### src/rtl/spm_ctrl.sv
// Host-side controller for the serial/parallel multiplier array.
// Latches a signed operand pair, streams B serially into the array, and collects the serial product.
`timescale 1ns/1ps

module spm_ctrl #(
    parameter int SIZE = 32
) (
    input  logic                clk,
    input  logic                rst,
    input  logic                in_valid,
    output logic                in_ready,
    input  logic [SIZE-1:0]     in_a,
    input  logic [SIZE-1:0]     in_b,
    output logic                out_valid,
    input  logic                out_ready,
    output logic [2*SIZE-1:0]   out_p,
    output logic                spm_rst,
    output logic [SIZE-1:0]     spm_x,
    output logic                spm_y,
    input  logic                spm_p
);

    localparam int            CW   = $clog2(2*SIZE);
    localparam logic [CW-1:0] LAST = CW'(2*SIZE-1);

    typedef enum logic [1:0] {
        IDLE,
        SHIFT,
        DRAIN,
        DONE
    } state_t;

    state_t              r_state;
    logic [CW-1:0]       r_cnt;
    logic [SIZE-1:0]     r_b;
    logic [2*SIZE-1:0]   r_p;
    logic [SIZE-1:0]     r_spm_x;
    logic                r_spm_y;
    logic                r_spm_rst;
    logic                r_in_ready;
    logic                r_out_valid;
    logic [2*SIZE-1:0]   w_p_shifted;

    // The array returns product bit k one cycle after it sees multiplier bit k,
    // so bits arrive LSB first and are pushed in at the MSB end.
    assign w_p_shifted = {spm_p, r_p[2*SIZE-1:1]};

    // NOTE: every register below is updated with <= so all of them sample the
    // pre-edge values; blocking assignments here would create ordering races.
    always_ff @(posedge clk or negedge rst) begin
        if (!rst) begin
            r_state     <= IDLE;
            r_cnt       <= '0;
            r_b         <= '0;
            r_p         <= '0;
            r_spm_x     <= '0;
            r_spm_y     <= 1'b0;
            r_spm_rst   <= 1'b1;
            r_in_ready  <= 1'b1;
            r_out_valid <= 1'b0;
        end else begin
            case (r_state)
                IDLE: begin
                    if (in_valid) begin
                        r_state    <= SHIFT;
                        r_in_ready <= 1'b0;
                        r_spm_rst  <= 1'b0;
                        r_spm_x    <= in_a;
                        r_spm_y    <= in_b[0];
                        r_b        <= $signed(in_b) >>> 1;
                        r_cnt      <= '0;
                        r_p        <= '0;
                    end
                end

                SHIFT: begin
                    // NOTE: arithmetic shift keeps replicating the sign bit, which
                    // supplies the sign extension of B for counts >= SIZE.
                    r_b     <= $signed(r_b) >>> 1;
                    r_spm_y <= (r_cnt == LAST) ? 1'b0 : r_b[0];
                    r_cnt   <= r_cnt + CW'(1);
                    if (r_cnt != '0) begin
                        r_p <= w_p_shifted;
                    end
                    if (r_cnt == LAST) begin
                        r_state <= DRAIN;
                    end
                end

                DRAIN: begin
                    r_p         <= w_p_shifted;
                    r_state     <= DONE;
                    r_out_valid <= 1'b1;
                    r_spm_rst   <= 1'b1;
                end

                DONE: begin
                    if (out_ready) begin
                        r_state     <= IDLE;
                        r_out_valid <= 1'b0;
                        r_in_ready  <= 1'b1;
                    end
                end

                default: begin
                    r_state     <= IDLE;
                    r_in_ready  <= 1'b1;
                    r_out_valid <= 1'b0;
                    r_spm_rst   <= 1'b1;
                end
            endcase
        end
    end

    assign in_ready  = r_in_ready;
    assign out_valid = r_out_valid;
    assign out_p     = r_p;
    assign spm_rst   = r_spm_rst;
    assign spm_x     = r_spm_x;
    assign spm_y     = r_spm_y;

endmodule

### config.mk
export PLATFORM = sky130hd
export DESIGN_NAME = spm_ctrl
export DESIGN_NICKNAME = d
export VERILOG_FILES = /design/src/rtl/spm_ctrl.sv
export SDC_FILE = /design/constraint.sdc
export NUM_CORES = 1
export LEC_CHECK = 0
export CORE_MARGIN = 2
export CORE_UTILIZATION = 44
export CTS_CLUSTER_DIAMETER = 60
export CTS_CLUSTER_SIZE = 30
export DETAILED_ROUTE_END_ITERATION = 10
export PLACE_DENSITY = 0.77
export SYNTH_ARGS = -nofsm -noshare
export SYNTH_HDL_FRONTEND = slang
export SYNTH_SLANG_ARGS = --single-unit
### constraint.sdc
create_clock -name clk -period 1.6 [get_ports clk]
set_input_delay 0.32 -clock clk [delete_from_list [all_inputs] [get_ports clk]]
set_output_delay 0.32 -clock clk [all_outputs]
set_load 0.01 [all_outputs]
==> results.toml <==
[yosys]
synth_top_area_share_pct = 56.4
yosys_register_bits = 140
ys.flop_type = "dfrtp_1"
synth-edff-count = 0
syn-num-nets = 624
ys_top_cells_by_area = "dfrtp_1 56%, mux2i_1 16%, mux2_2 6.3%, nand2_1 6.1%, inv_1 4.4%"
synthArstFlopShare_pct = 100
synth_area_leader_cell = "dfrtp_1"
synth_common_cells = "138 x dfrtp_1, 100 x nand2_1, 97 x mux2i_1"
syn_area_um2 = 6120
yosys_warnings = 0
syn_avg_cell_area_um2 = 11.2
ys_types = 26
ys_seq_area_share_pct = 57.3
yosysMostFrequentCell = "dfrtp_1"
synth_cells = 548

[placement]
pre_cts_ws_ns = -0.392
place.gp.congestion = 0.787
post-dp-hpwl_mm = 9.88
io_buffer_count = 168
place_inst = 902

[die]
die_h_um = 122
rows = 43
pin_count = 169
die_w_um = 122
placeableCoreArea_um2 = 13700
initial_utilization_pct = 44.6
die_area_um2 = 14900

[worst_setup_path]
arrival_ns = 2.02
crit_chain = "inv_2 > ha_2 > buf_4 > buf_12 > mux2i_1 > o21ai_0"
worst-endpoint-required_ns = 1.89
critPathBufInv = 3
critPathMaxFanout = 24
reg2regPathDepth = 6
cp.depth = 6
slowest_stage = "dfrtp_1"
cp_top_family = "buffers and inverters"
cp_slowest_stage_delay_ns = 0.41
cp-end-kind = "register"
crit_path_start_kind = "register"
rrSetupSlack_ns = -0.13
critPathKind = "register to register"

[detailed_routing]
route.detailed.drc = 0
post_drt_wl_per_cell_um = 16.3
dr.first_iter.drc_count = 256
vias = 4690
drtPass1Iterations = 4
ant_nets = 0
routed_wirelength_mm = 15.4
vias_per_cell = 4.94

[global_routing]
antenna_found_initial = 0
overflow = 0
grt_util_all_layers_pct = 19.7
grt_max_degree = 55
grt_pass1_wl_mm = 22.5
grt_pass1_vias = 4635

[sta]
finalHoldViolations = 0
clock.fmax_mhz = 578
maxSlewViolCount = 0
layout_setup_ws_ns = -0.131
setup-tns-final_ns = -8.43
setup_viol = 100
whs_ns = 0.288
finalCriticalPeriod_ns = 1.73
post-route-period-util_pct = 108
finalClockSkew_ns = 0.00601
rsz0062_at_grt = "yes"
worst_slew_pin_slew_ns = 0.385
slew-limit-headroom_pct = 74.3

[outcome]
status = "complete, but fails checks"
violations = "setup timing"

[clock_network]
clk_pin_slew_worst_paths_ns = 0.06
cts_made_buffers = 17
cts-root-buf = "clkbuf_16"
clockBufferDepth = 2
htreeDepth = 4
cts_sinks = 140
cts_tree = "yes"
insertion_delay_ns = 0.42

[finish]
nNetsFinal = 833
drive_above_1_share_pct = 19.1
diodes = 0
syn_to_final_growth_pct = 51.9
fin_cells = 950
fill_cells = 1038

[pwr]
power_density_nw_per_um2 = 873
ir_drop_mv = 0.633
finalPower_mw = 8.12
p_leak_nw = 5.37

[hold_path]
hold_class = "input pin to async pin"

[run]
max_cap_viol_count = 0
final timing paths:
kind,from,to
worst max register to register,r_state[1]$_DFFE_PN0P_,r_b[17]$_DFFE_PN0P_
worst min register to register,r_b[23]$_DFFE_PN0P_,r_b[23]$_DFFE_PN0P_
max in group asynchronous,rst,out_p[55]$_DFFE_PN0P_
worst min-delay path,rst,spm_x[30]$_DFFE_PN0P_
worst max-delay path,r_state[1]$_DFFE_PN0P_,r_b[17]$_DFFE_PN0P_
min in group clk,spm_p,out_p[63]$_DFFE_PN0P_
state kept, by name, indices dropped and copies added (netlist names):
name	flops
in_ready	1
out_p	64
out_valid	1
r_b	32
r_cnt	6
r_state	2
spm_rst	1
spm_x	32
spm_y	1
power by group:
part | internal, mW | switching [mW] | total, mW
Combinational | 0.274 | 0.215 | 0.490
Clock | 2.49 | 1.47 | 3.96
Sequential | 3.61 | 0.0566 | 3.66
Total | 6.37 | 1.74 | 8.12
layout by cell type, fill, tap and decap left out, types with 3 or more instances in the layout:
cell and instances:
buf_8 3, nand3_1 3, a21oi_2 4, o21ai_0 25, buf_12 14, nor2_1 4, buf_6 4, clkdlybuf4s50_1 67
buf_4 21, dfrtp_1 138, ha_1 4, mux2_2 33, dlygate4sd2_1 98, nand2_2 3, nand2_1 97, clkbuf_8 5
o21ai_1 7, clkinv_2 4, mux2i_2 4, mux2i_1 91, a21oi_1 6, inv_1 69, clkbuf_16 24
area by class of cell:
cell class                      instances  area (µm²)  area share (%)
Sequential cell                       140        3510            37.7
Multi-Input combinational cell        308        2370            25.5
Timing Repair Buffer                  219        2320            24.9
Clock buffer                           22         494            5.32
Inverter                               71         267            2.87
Tap cell                              180         225            2.42
Clock inverter                         10         113            1.21
cells by family (layout without fill, tap and decap cells):
group / count (synthesis) / in the layout / synth area share, %
DFF: 140 / 140 / 57.3
muxes: 131 / 131 / 22.1
and+or+nand+nor: 118 / 118 / 7.73
buffers and inverters: 100 / 322 / 6.67
AOI/OAI and AO/OA: 52 / 52 / 4.74
adders and majority gates: 7 / 7 / 1.43
routing by layer:
metal  up-vias  GRT usage [%]  share of wire, %
met5         -              0                 0
met4         0           8.26               1.9
met3        25           5.62               5.5
met2       135           32.8                52
met1      2325           23.9                41
li1       2205              -                 -
per-stage QoR:
step / util (%) / cell area, µm²
after floorplan: - / 6210
after global placement: 61.0 / 8370
after detailed placement: 61.0 / 8370
after CTS: 65.5 / 8980
after global routing: 67.8 / 9300
final: 67.8 / 9300
what timing repair did:
action | in CTS | in global routing
gates cloned | 1 | 8
hold buffers | 1 | 0
buffers inserted | 4 | 3
endpoints found under the setup margin | 199 | 137
resized for setup | 121 | 28
pin swaps | 5 | 3
endpoints found under the hold margin | 138 | 0
(Power assumes the default switching activity.)
